--- config.mk ---
export PLATFORM = sky130hd
export DESIGN_NAME = pacman_death_ctrl
export DESIGN_NICKNAME = d
export VERILOG_FILES = /design/src/rtl/pacman_death_ctrl.sv
export SDC_FILE = /design/constraint.sdc
export NUM_CORES = 1
export LEC_CHECK = 0
export ABC_AREA = 1
export CAP_MARGIN = 30
export CORE_ASPECT_RATIO = 0.5
export CORE_MARGIN = 5
export CORE_UTILIZATION = 40
export CTS_CLUSTER_DIAMETER = 40
export DETAILED_ROUTE_END_ITERATION = 7
export DONT_BUFFER_PORTS = 1
export RECOVER_POWER = 25
export REMOVE_ABC_BUFFERS = 1
export SLEW_MARGIN = 20
export SYNTH_ARGS = -nofsm -noshare
export SYNTH_HDL_FRONTEND = slang
export SYNTH_SLANG_ARGS = --single-unit
--- constraint.sdc ---
create_clock -name frame_clk -period 2.5 [get_ports frame_clk]
set_input_delay 0.25 -clock frame_clk [delete_from_list [all_inputs] [get_ports frame_clk]]
set_output_delay 0.25 -clock frame_clk [all_outputs]
set_load 0.02 [all_outputs]
--- src/rtl/pacman_death_ctrl.sv ---
// Pac-Man death controller: ghost collision detection, death animation, lives, respawn and game over.
// Optional macro PACMAN_EXTRA_LIFE_EN adds the Score_Milestone one-shot extra-life input.
module pacman_death_ctrl #(
  parameter int HIT_DIST     = 6,
  parameter int DEATH_FRAMES = 120,
  parameter int GRACE_FRAMES = 60,
  parameter int START_LIVES  = 3
) (
  input  logic        Reset,
  input  logic        frame_clk,
  input  logic [9:0]  BallX,
  input  logic [9:0]  BallY,
  input  logic [39:0] GhostX,
  input  logic [39:0] GhostY,
  input  logic [3:0]  Ghost_Frightened,
`ifdef PACMAN_EXTRA_LIFE_EN
  input  logic        Score_Milestone,
`endif
  output logic        Kill,
  output logic        Respawn,
  output logic [3:0]  Ghost_Eaten,
  output logic [1:0]  Lives,
  output logic [2:0]  Death_Anim_Frame,
  output logic        Game_Over
);

  localparam int CNT_W = (DEATH_FRAMES > GRACE_FRAMES) ? $clog2(DEATH_FRAMES) : $clog2(GRACE_FRAMES);
  localparam logic [CNT_W-1:0] DEATH_INIT = CNT_W'(DEATH_FRAMES - 1);
  localparam logic [CNT_W-1:0] GRACE_INIT = CNT_W'(GRACE_FRAMES - 1);
  localparam logic [9:0]       HIT_LIM    = 10'(HIT_DIST);
  localparam logic [1:0]       LIVES_INIT = 2'(START_LIVES);

  typedef enum logic [2:0] {ALIVE, DYING, RESPAWN, GRACE, GAME_OVER} state_t;

  state_t           state, state_next;
  logic [CNT_W-1:0] count, count_next;
  logic [3:0]       anim_sub, anim_sub_next;
  logic [2:0]       anim_next;
  logic [1:0]       lives_base, lives_next;
  logic             kill_next, respawn_next, game_over_next;
  logic [3:0]       eaten_next;
  logic [3:0]       hit, edible;
  logic             lethal;

  // Unsigned distance without wrap: larger minus smaller.
  function automatic logic [9:0] abs_diff(input logic [9:0] a, input logic [9:0] b);
    return (a > b) ? (a - b) : (b - a);
  endfunction

  always_comb begin
    hit    = '0;
    edible = '0;
    lethal = 1'b0;
    for (int i = 0; i < 4; i++) begin
      hit[i]    = (abs_diff(BallX, GhostX[10*i +: 10]) < HIT_LIM) &&
                  (abs_diff(BallY, GhostY[10*i +: 10]) < HIT_LIM);
      edible[i] = hit[i] && Ghost_Frightened[i];
      lethal    = lethal || (hit[i] && !Ghost_Frightened[i]);
    end
  end

`ifdef PACMAN_EXTRA_LIFE_EN
  // The bonus lands before any end-of-dying decrement on the same edge.
  logic extra_used, bonus;
  assign bonus = Score_Milestone && !extra_used && (state != GAME_OVER);

  always_ff @(posedge frame_clk or posedge Reset) begin
    if (Reset)      extra_used <= 1'b0;
    else if (bonus) extra_used <= 1'b1;
  end

  always_comb begin
    lives_base = Lives;
    if (bonus) lives_base = (Lives == 2'd3) ? 2'd3 : Lives + 2'd1;
  end
`else
  always_comb begin
    lives_base = Lives;
  end
`endif

  always_ff @(posedge frame_clk or posedge Reset) begin
    if (Reset) begin
      state            <= GRACE;
      count            <= GRACE_INIT;
      anim_sub         <= 4'd0;
      Lives            <= LIVES_INIT;
      Kill             <= 1'b0;
      Respawn          <= 1'b0;
      Ghost_Eaten      <= 4'd0;
      Death_Anim_Frame <= 3'd0;
      Game_Over        <= 1'b0;
    end else begin
      state            <= state_next;
      count            <= count_next;
      anim_sub         <= anim_sub_next;
      Lives            <= lives_next;
      Kill             <= kill_next;
      Respawn          <= respawn_next;
      Ghost_Eaten      <= eaten_next;
      Death_Anim_Frame <= anim_next;
      Game_Over        <= game_over_next;
    end
  end

  always_comb begin
    state_next     = state;
    count_next     = count;
    anim_sub_next  = anim_sub;
    anim_next      = Death_Anim_Frame;
    lives_next     = lives_base;
    kill_next      = Kill;
    respawn_next   = 1'b0;
    eaten_next     = 4'd0;
    game_over_next = Game_Over;

    case (state)
      ALIVE: begin
        kill_next = 1'b0;
        if (lethal) begin
          state_next    = DYING;
          kill_next     = 1'b1;
          count_next    = DEATH_INIT;
          anim_sub_next = 4'd0;
          anim_next     = 3'd0;
        end else begin
          eaten_next = edible;
        end
      end

      DYING: begin
        kill_next = 1'b1;
        if (count == '0) begin
          if (lives_base <= 2'd1) begin
            lives_next     = 2'd0;
            state_next     = GAME_OVER;
            game_over_next = 1'b1;
            anim_next      = 3'd7;
          end else begin
            lives_next   = lives_base - 2'd1;
            state_next   = RESPAWN;
            respawn_next = 1'b1;
            anim_next    = 3'd0;
          end
        end else begin
          count_next    = count - 1'b1;
          anim_sub_next = anim_sub + 4'd1;
          if (anim_sub == 4'd15 && Death_Anim_Frame != 3'd7)
            anim_next = Death_Anim_Frame + 3'd1;
        end
      end

      RESPAWN: begin
        kill_next  = 1'b0;
        state_next = GRACE;
        count_next = GRACE_INIT;
      end

      GRACE: begin
        kill_next = 1'b0;
        if (count == '0) state_next = ALIVE;
        else             count_next = count - 1'b1;
      end

      GAME_OVER: begin
        kill_next      = 1'b1;
        game_over_next = 1'b1;
        anim_next      = 3'd7;
      end

      default: begin
        state_next = GRACE;
        count_next = GRACE_INIT;
      end
    endcase
  end

endmodule

==> qor.txt, run 1 <==
Outcome: finished, violations left
Failing checks: setup timing
Clk Latency, worst-skew pair: 260 ps
Final hold vios: 0
Ant. Diodes: 0
Worst-case clock buffer depth: 2
GRT Util Overall: 22.49%
HP Class: in2reg
Vias: 12460
Most frequent cells in the layout: nand2_1 (676), inv_1 (342), buf_4 (244)
Number of routed nets with antenna violations: 0
Number of port buffers: 0
Synthesized cell area: 10560 sq um
Fmax: 0.3899 GHz
Largest net degree at the start of global routing: 20
Initial drt markers: 1008
Layout net count: 2481
DRC viols: 0
Layout cells sized above 1: 26.11%
Unrepaired setup endpoints after global routing: yes
Die area: 29940 sq um
Reg clk slew, reported paths: 70 ps
CP Capture Type: register
Post-synth EDFFs: 0
Starting density of the core: 40.26%
First-pass GRT wire length: 55.81 mm
Post-DR vias/cell: 4.879
Top cell type by total area after synthesis: nand2_1
TritonRoute pass-1 iters: 5
Worst-path maximum fanout: 6
Worst Setup Start Kind: input pin
Setup violations, final: 9
Crit path DAT: 2720 ps
Clock Tree Root: clkbuf_16
Register area share after synthesis: 6.270%
Core area: 26220 sq um
Async set-reset flop share out of synthesis: 100.0%
Clock skew: 3.272 ps
Mapped Avg Cell Area: 5.414 sq um
Cell leakage power: 8.220 nW
Min-delay src: Ghost_Frightened[2]
CTS H-Tree Depth: 1
Site Rows: 42
Vias in the first global route: 11110
Required @ worst endpoint: 2660 ps
Gr ovfl total: 0
Final HPWL DP: 30.14 mm
Slew @ Worst Pin: 1089 ps
Synth unique cells: 37
FF-to-FF path depth: 11
Top cell type's share of synthesized area: 26.70%
Peak supply drop: 0.0002202 V
Commonest non-fill, non-tap cell in the layout: nand2_1
WHS: 170.1 ps
Initial antenna violation count: 0
Slew Viols, Final: 0
Reg2reg start: count[0]$_DFFE_PP1P_
Yosys reg bits: 26
Die Y: 124.9 um
Worst Hold Depth: 2
Synth-to-Final Area Change: 35.95%
Final instance area: 14350 sq um
Mapped Cells: 1950
Die width: 239.7 um
Number of CTS-inserted buffers: 3
Critical path launch point: BallX[7]
Total wire length: 36.98 mm
Max_cap viols: 0
Top_reg_cell synth: dfrtp_1
Crit Path Category: in2reg
Final Wtd Congestion: 0.9424
Slew HR: 27.40%
Io pins: 118
# clock sinks: 26
Power Dens Cells: 290.4 nW/um^2
CTS tree: built
PnR worst setup slack: -65.00 ps
Final Cycle Share: 102.6%
Crit path time final: 2565 ps
Post-DR wirelength/cell: 14.48 um
Placed cell areas: 12720 sq um
Top cells by area, synth: nand2_1 (27%), ha_1 (18%), inv_1 (13%)
Synth warn: 0
==> per-layer routing <==
| metal | part of all wire [%] | track usage (%) | vias up |
|---|---|---|---|
| li1 | - | - | 6539 |
| met1 | 46 | 31.43 | 5562 |
| met2 | 47 | 38.25 | 324 |
| met3 | 5.0 | 1.858 | 37 |
| met4 | 1.9 | 4.023 | 0 |
| met5 | 0 | 0 | - |
==> area by class of cell <==
type                            count  area [sq um]
Clock buffer                        3         75.07
Fill cell                        2646         11870
Tap cell                          352         440.4
Sequential cell                    26         661.9
Multi-Input combinational cell   1518          9433
Timing Repair Buffer              277          2236
Clock inverter                      1         30.03
Inverter                          377          1475
==> sequential cells by signal (all words and copies together) (netlist names) <==
| signal | cells |
|---|---|
| Kill | 1 |
| count | 7 |
| Lives | 2 |
| Death_Anim_Frame | 3 |
| Respawn | 1 |
| anim_sub | 4 |
| state | 3 |
| Ghost_Eaten | 4 |
| Game_Over | 1 |
==> worst max-delay path, stage by stage <==
cell and delay (ps):
clkinvlp_4 220, buf_6 210, ha_4 270, nand2_2 80, nor2_2 140, nand3_1 110, nand3_2 120, nand2_4 90
buf_6 130, buf_4 120, nand2_1 60, nand3_1 110, nor2_4 140, nand4_4 150, nand4_4 210, buf_12 140
nand2_4 50, nand2_1 50, nand2_1 50
==> synthesized netlist by cell type, types with 6 or more instances <==
library cell / n
inv_1: 366
nor2_1: 133
o21ai_1: 11
buf_6: 7
nor3_1: 6
inv_2: 8
nand3_1: 202
xor2_1: 22
nand2_2: 18
fa_1: 16
o21ai_0: 20
nand4_1: 32
xnor2_1: 10
buf_2: 21
a21oi_1: 84
dfstp_2: 9
nand3_2: 7
ha_1: 156
dfrtp_1: 17
nor2_2: 10
nand2_1: 751
==> kinds of logic (layout without fill, tap and decap cells) <==
| kind of cell | Yosys count | in the layout | share of synthesized area, % |
|---|---|---|---|
| AOI/OAI and AO/OA | 136 | 136 | 6.958 |
| xor gates and xnor gates | 32 | 32 | 2.655 |
| adders and majority gates | 172 | 172 | 21.52 |
| buffers and inverters | 406 | 658 | 15.22 |
| DFF | 26 | 26 | 6.270 |
| and+or+nand+nor | 1178 | 1178 | 47.37 |
==> path summary, 6_finish.rpt <==
check | endpoint | slack, ps
min in group asynchronous | Ghost_Eaten[3]$_DFF_PP0_ | 360
max | Death_Anim_Frame[2]$_DFFE_PP0P_ | -60
max reg2reg | Death_Anim_Frame[0]$_DFFE_PP0P_ | 410
min | Ghost_Eaten[2]$_DFF_PP0_ | 170
max in group asynchronous | count[6]$_DFFE_PP0P_ | 860
min reg2reg | count[1]$_DFFE_PP1P_ | 480
==> power by group <==
group          leakage, nW  switching [W]  internal [W]  total, W
registers            0.331              0      0.000421  0.000421
logic                 7.84        0.00184       0.00144   0.00327
clock network       0.0511       0.000152      0.000319  0.000471
total                 8.22        0.00199       0.00218   0.00417
==> stage by stage <==
step / setup WS (ps) / total power (W) / TNS, ps / utilization, % / std cells
floorplan: -95.74 / 0.002194 / -502.5 / - / 1921
global placement: -398.3 / 0.003167 / -7384 / 48.44 / 2524
detailed placement: -445.4 / 0.003182 / -8492 / 48.50 / 2525
CTS: 1.537 / 0.003723 / 0 / 49.65 / 2530
global route: -216.6 / 0.004566 / -3074 / 54.73 / 2554
finish: -65.00 / 0.004167 / -306.2 / 54.73 / 2554
==> timing repair <==
| item | 4_1_cts | 5_1_grt |
|---|---|---|
| gates cloned | 0 | 1 |
| resized for setup | 40 | 277 |
| setup buffers | 0 | 23 |
| pin swaps | 3 | 53 |
| hold buffers | 1 | 0 |
| hold endpoints to repair | 4 | 0 |
| setup endpoints to repair | 21 | 21 |
(Power assumes the default switching activity.)
==> run 2: changes to the inputs <==
--- a/config.mk
+++ b/config.mk
@@ -9,10 +9,11 @@
 export CAP_MARGIN = 30
 export CORE_ASPECT_RATIO = 0.5
 export CORE_MARGIN = 5
-export CORE_UTILIZATION = 40
+export CORE_UTILIZATION = 68
 export CTS_CLUSTER_DIAMETER = 40
 export DETAILED_ROUTE_END_ITERATION = 7
 export DONT_BUFFER_PORTS = 1
+export PLACE_DENSITY = 0.84
 export RECOVER_POWER = 25
 export REMOVE_ABC_BUFFERS = 1
 export SLEW_MARGIN = 20
==> run 2 against run 1 <==
Net effect: clock skew is 7.4 ps higher; final area is 5.8% lower; sequential power about the same; global-route usage is 17 points higher; critical path type unchanged; routed wire length rose by 14%; the run ends with DRC, setup timing left; register-to-register slack got worse by 240 ps; sequential share of layout area is 0.28 points higher; largest cell class unchanged.
==> qor.txt, run 2 (synthesized netlist as in run 1, its figures left out) <==
Post-DR wirelength/cell: 17.69 um
Initial antenna violation count: 0
Clk Latency, worst-skew pair: 280 ps
Vias in the first global route: 13130
Number of CTS-inserted buffers: 3
Worst-case clock buffer depth: 2
Die Y: 98.10 um
Required @ worst endpoint: 2720 ps
WHS: 118.1 ps
Final Wtd Congestion: 1.016
Crit Path Category: in2reg
CTS tree: built
Total wire length: 42.02 mm
Max_cap viols: 0
GRT Util Overall: 39.29%
Cell leakage power: 8.010 nW
Final HPWL DP: 27.78 mm
HP Class: in2reg
CTS H-Tree Depth: 1
Top Registers: count (7), Ghost_Eaten (4), anim_sub (4)
Synth-to-Final Area Change: 28.07%
Crit path time final: 2826 ps
Io pins: 118
Ant. Diodes: 0
Outcome: finished, violations left
Crit path DAT: 3050 ps
Setup violations, final: 21
Failing checks: DRC, setup timing
Final Cycle Share: 113.1%
DRC viols: 29
Post-DR vias/cell: 6.035
Reg with most FFs: count
TritonRoute pass-1 iters: 8
Layout net count: 2450
Number of routed nets with antenna violations: 0
Die area: 18270 sq um
# clock sinks: 26
Commonest non-fill, non-tap cell in the layout: nand2_1
Final hold vios: 0
Worst-path maximum fanout: 6
Clock Tree Root: clkbuf_16
Power Dens Cells: 300.8 nW/um^2
Clock skew: 10.69 ps
PnR worst setup slack: -326.5 ps
Most frequent cells in the layout: nand2_1 (725), inv_1 (344), buf_4 (224)
Largest register FFs: 7
Number of port buffers: 0
Site Rows: 32
Largest net degree at the start of global routing: 26
Fin Setup TNS: -5356 ps
Unrepaired setup endpoints after global routing: yes
Slew Viols, Final: 0
Die width: 186.2 um
Worst Setup Start Kind: input pin
Core area: 15290 sq um
Peak supply drop: 0.0002808 V
Initial drt markers: 1928
Layout cells sized above 1: 21.33%
Starting density of the core: 69.02%
Slew @ Worst Pin: 682.9 ps
Total power draw: 0.004066 W
Gr ovfl total: 0
Reg clk slew, reported paths: 80 ps
Vias: 14330
Fmax: 0.3538 GHz
Slew HR: 54.47%
CP Capture Type: register
First-pass GRT wire length: 59.61 mm
Final core utilization: 88.39%
## run 2: critical path: stages
cell and delay (ps):
inv_1 190, ha_1 330, buf_4 170, a21oi_1 260, o21ai_1 220, nand2_1 130, nand2_1 60, inv_1 60
nand3_1 70, nand2_1 80, nand2_1 50, nor2_1 90, nand3_1 110, nor2_4 220, nand3_4 140, nand4_4 190
buf_12 150, buf_8 120, nand3_1 70, nand2_1 70
## run 2: timing repair
action	4_1_cts	5_1_grt
setup endpoints to repair	21	21
setup buffers	25	10
pin swaps	50	55
hold buffers	0	1
endpoints found under the hold margin	0	10
cloned	0	1
gates resized for setup	89	102
## run 2: path summary, 6_finish.rpt
| check | from | endpoint | slack (ps) | depth (start not counted) |
|---|---|---|---|---|
| max in group asynchronous | Reset | Lives[1]$_DFFE_PP1P_ | 1390 | 3 |
| max reg2reg | count[0]$_DFFE_PP1P_ | Death_Anim_Frame[1]$_DFFE_PP0P_ | 170 | 11 |
| max | BallY[3] | Death_Anim_Frame[0]$_DFFE_PP0P_ | -330 | 20 |
| min in group asynchronous | Reset | Ghost_Eaten[1]$_DFF_PP0_ | 500 | 2 |
| min reg2reg | count[1]$_DFFE_PP1P_ | count[1]$_DFFE_PP1P_ | 490 | 2 |
| min | Ghost_Frightened[0] | Ghost_Eaten[0]$_DFF_PP0_ | 120 | 2 |
## run 2: where the power goes
part	switching, W	internal [W]	leakage [nW]	total [W]
Clock	0.000178	0.000247	0.0442	0.000425
Sequential	0	0.000421	0.331	0.000421
Combinational	0.00190	0.00132	7.63	0.00322
## run 2: final cells by class
| class | count | area [sq um] |
|---|---|---|
| tap | 204 | 255.2 |
| inverter | 377 | 1460 |
| timing repair buffer | 246 | 1991 |
| fill | 839 | 1775 |
| clock buffer | 4 | 88.84 |
| multi-input combinational | 1518 | 9062 |
| sequential | 26 | 661.9 |
## run 2: per-stage QoR
| stage | instance area [sq um] | instances | setup slack (ps) |
|---|---|---|---|
| after global routing | 13520 | 2375 | -390.9 |
| final | 13520 | 2375 | -326.5 |
| after detailed placement | 12210 | 2334 | -449.0 |
| after global placement | 12210 | 2334 | -339.0 |
| after CTS | 13000 | 2363 | 0.03308 |
| after floorplan | 10360 | 1921 | -95.74 |
## run 2: metal layers
layer | share of wire [%] | global-route usage (%) | up-vias
li1 | - | - | 6460
met1 | 34 | 45.69 | 6248
met2 | 43 | 66.28 | 1190
met3 | 14 | 8.969 | 434
met4 | 9.0 | 22.66 | 0
met5 | 0 | 0 | -
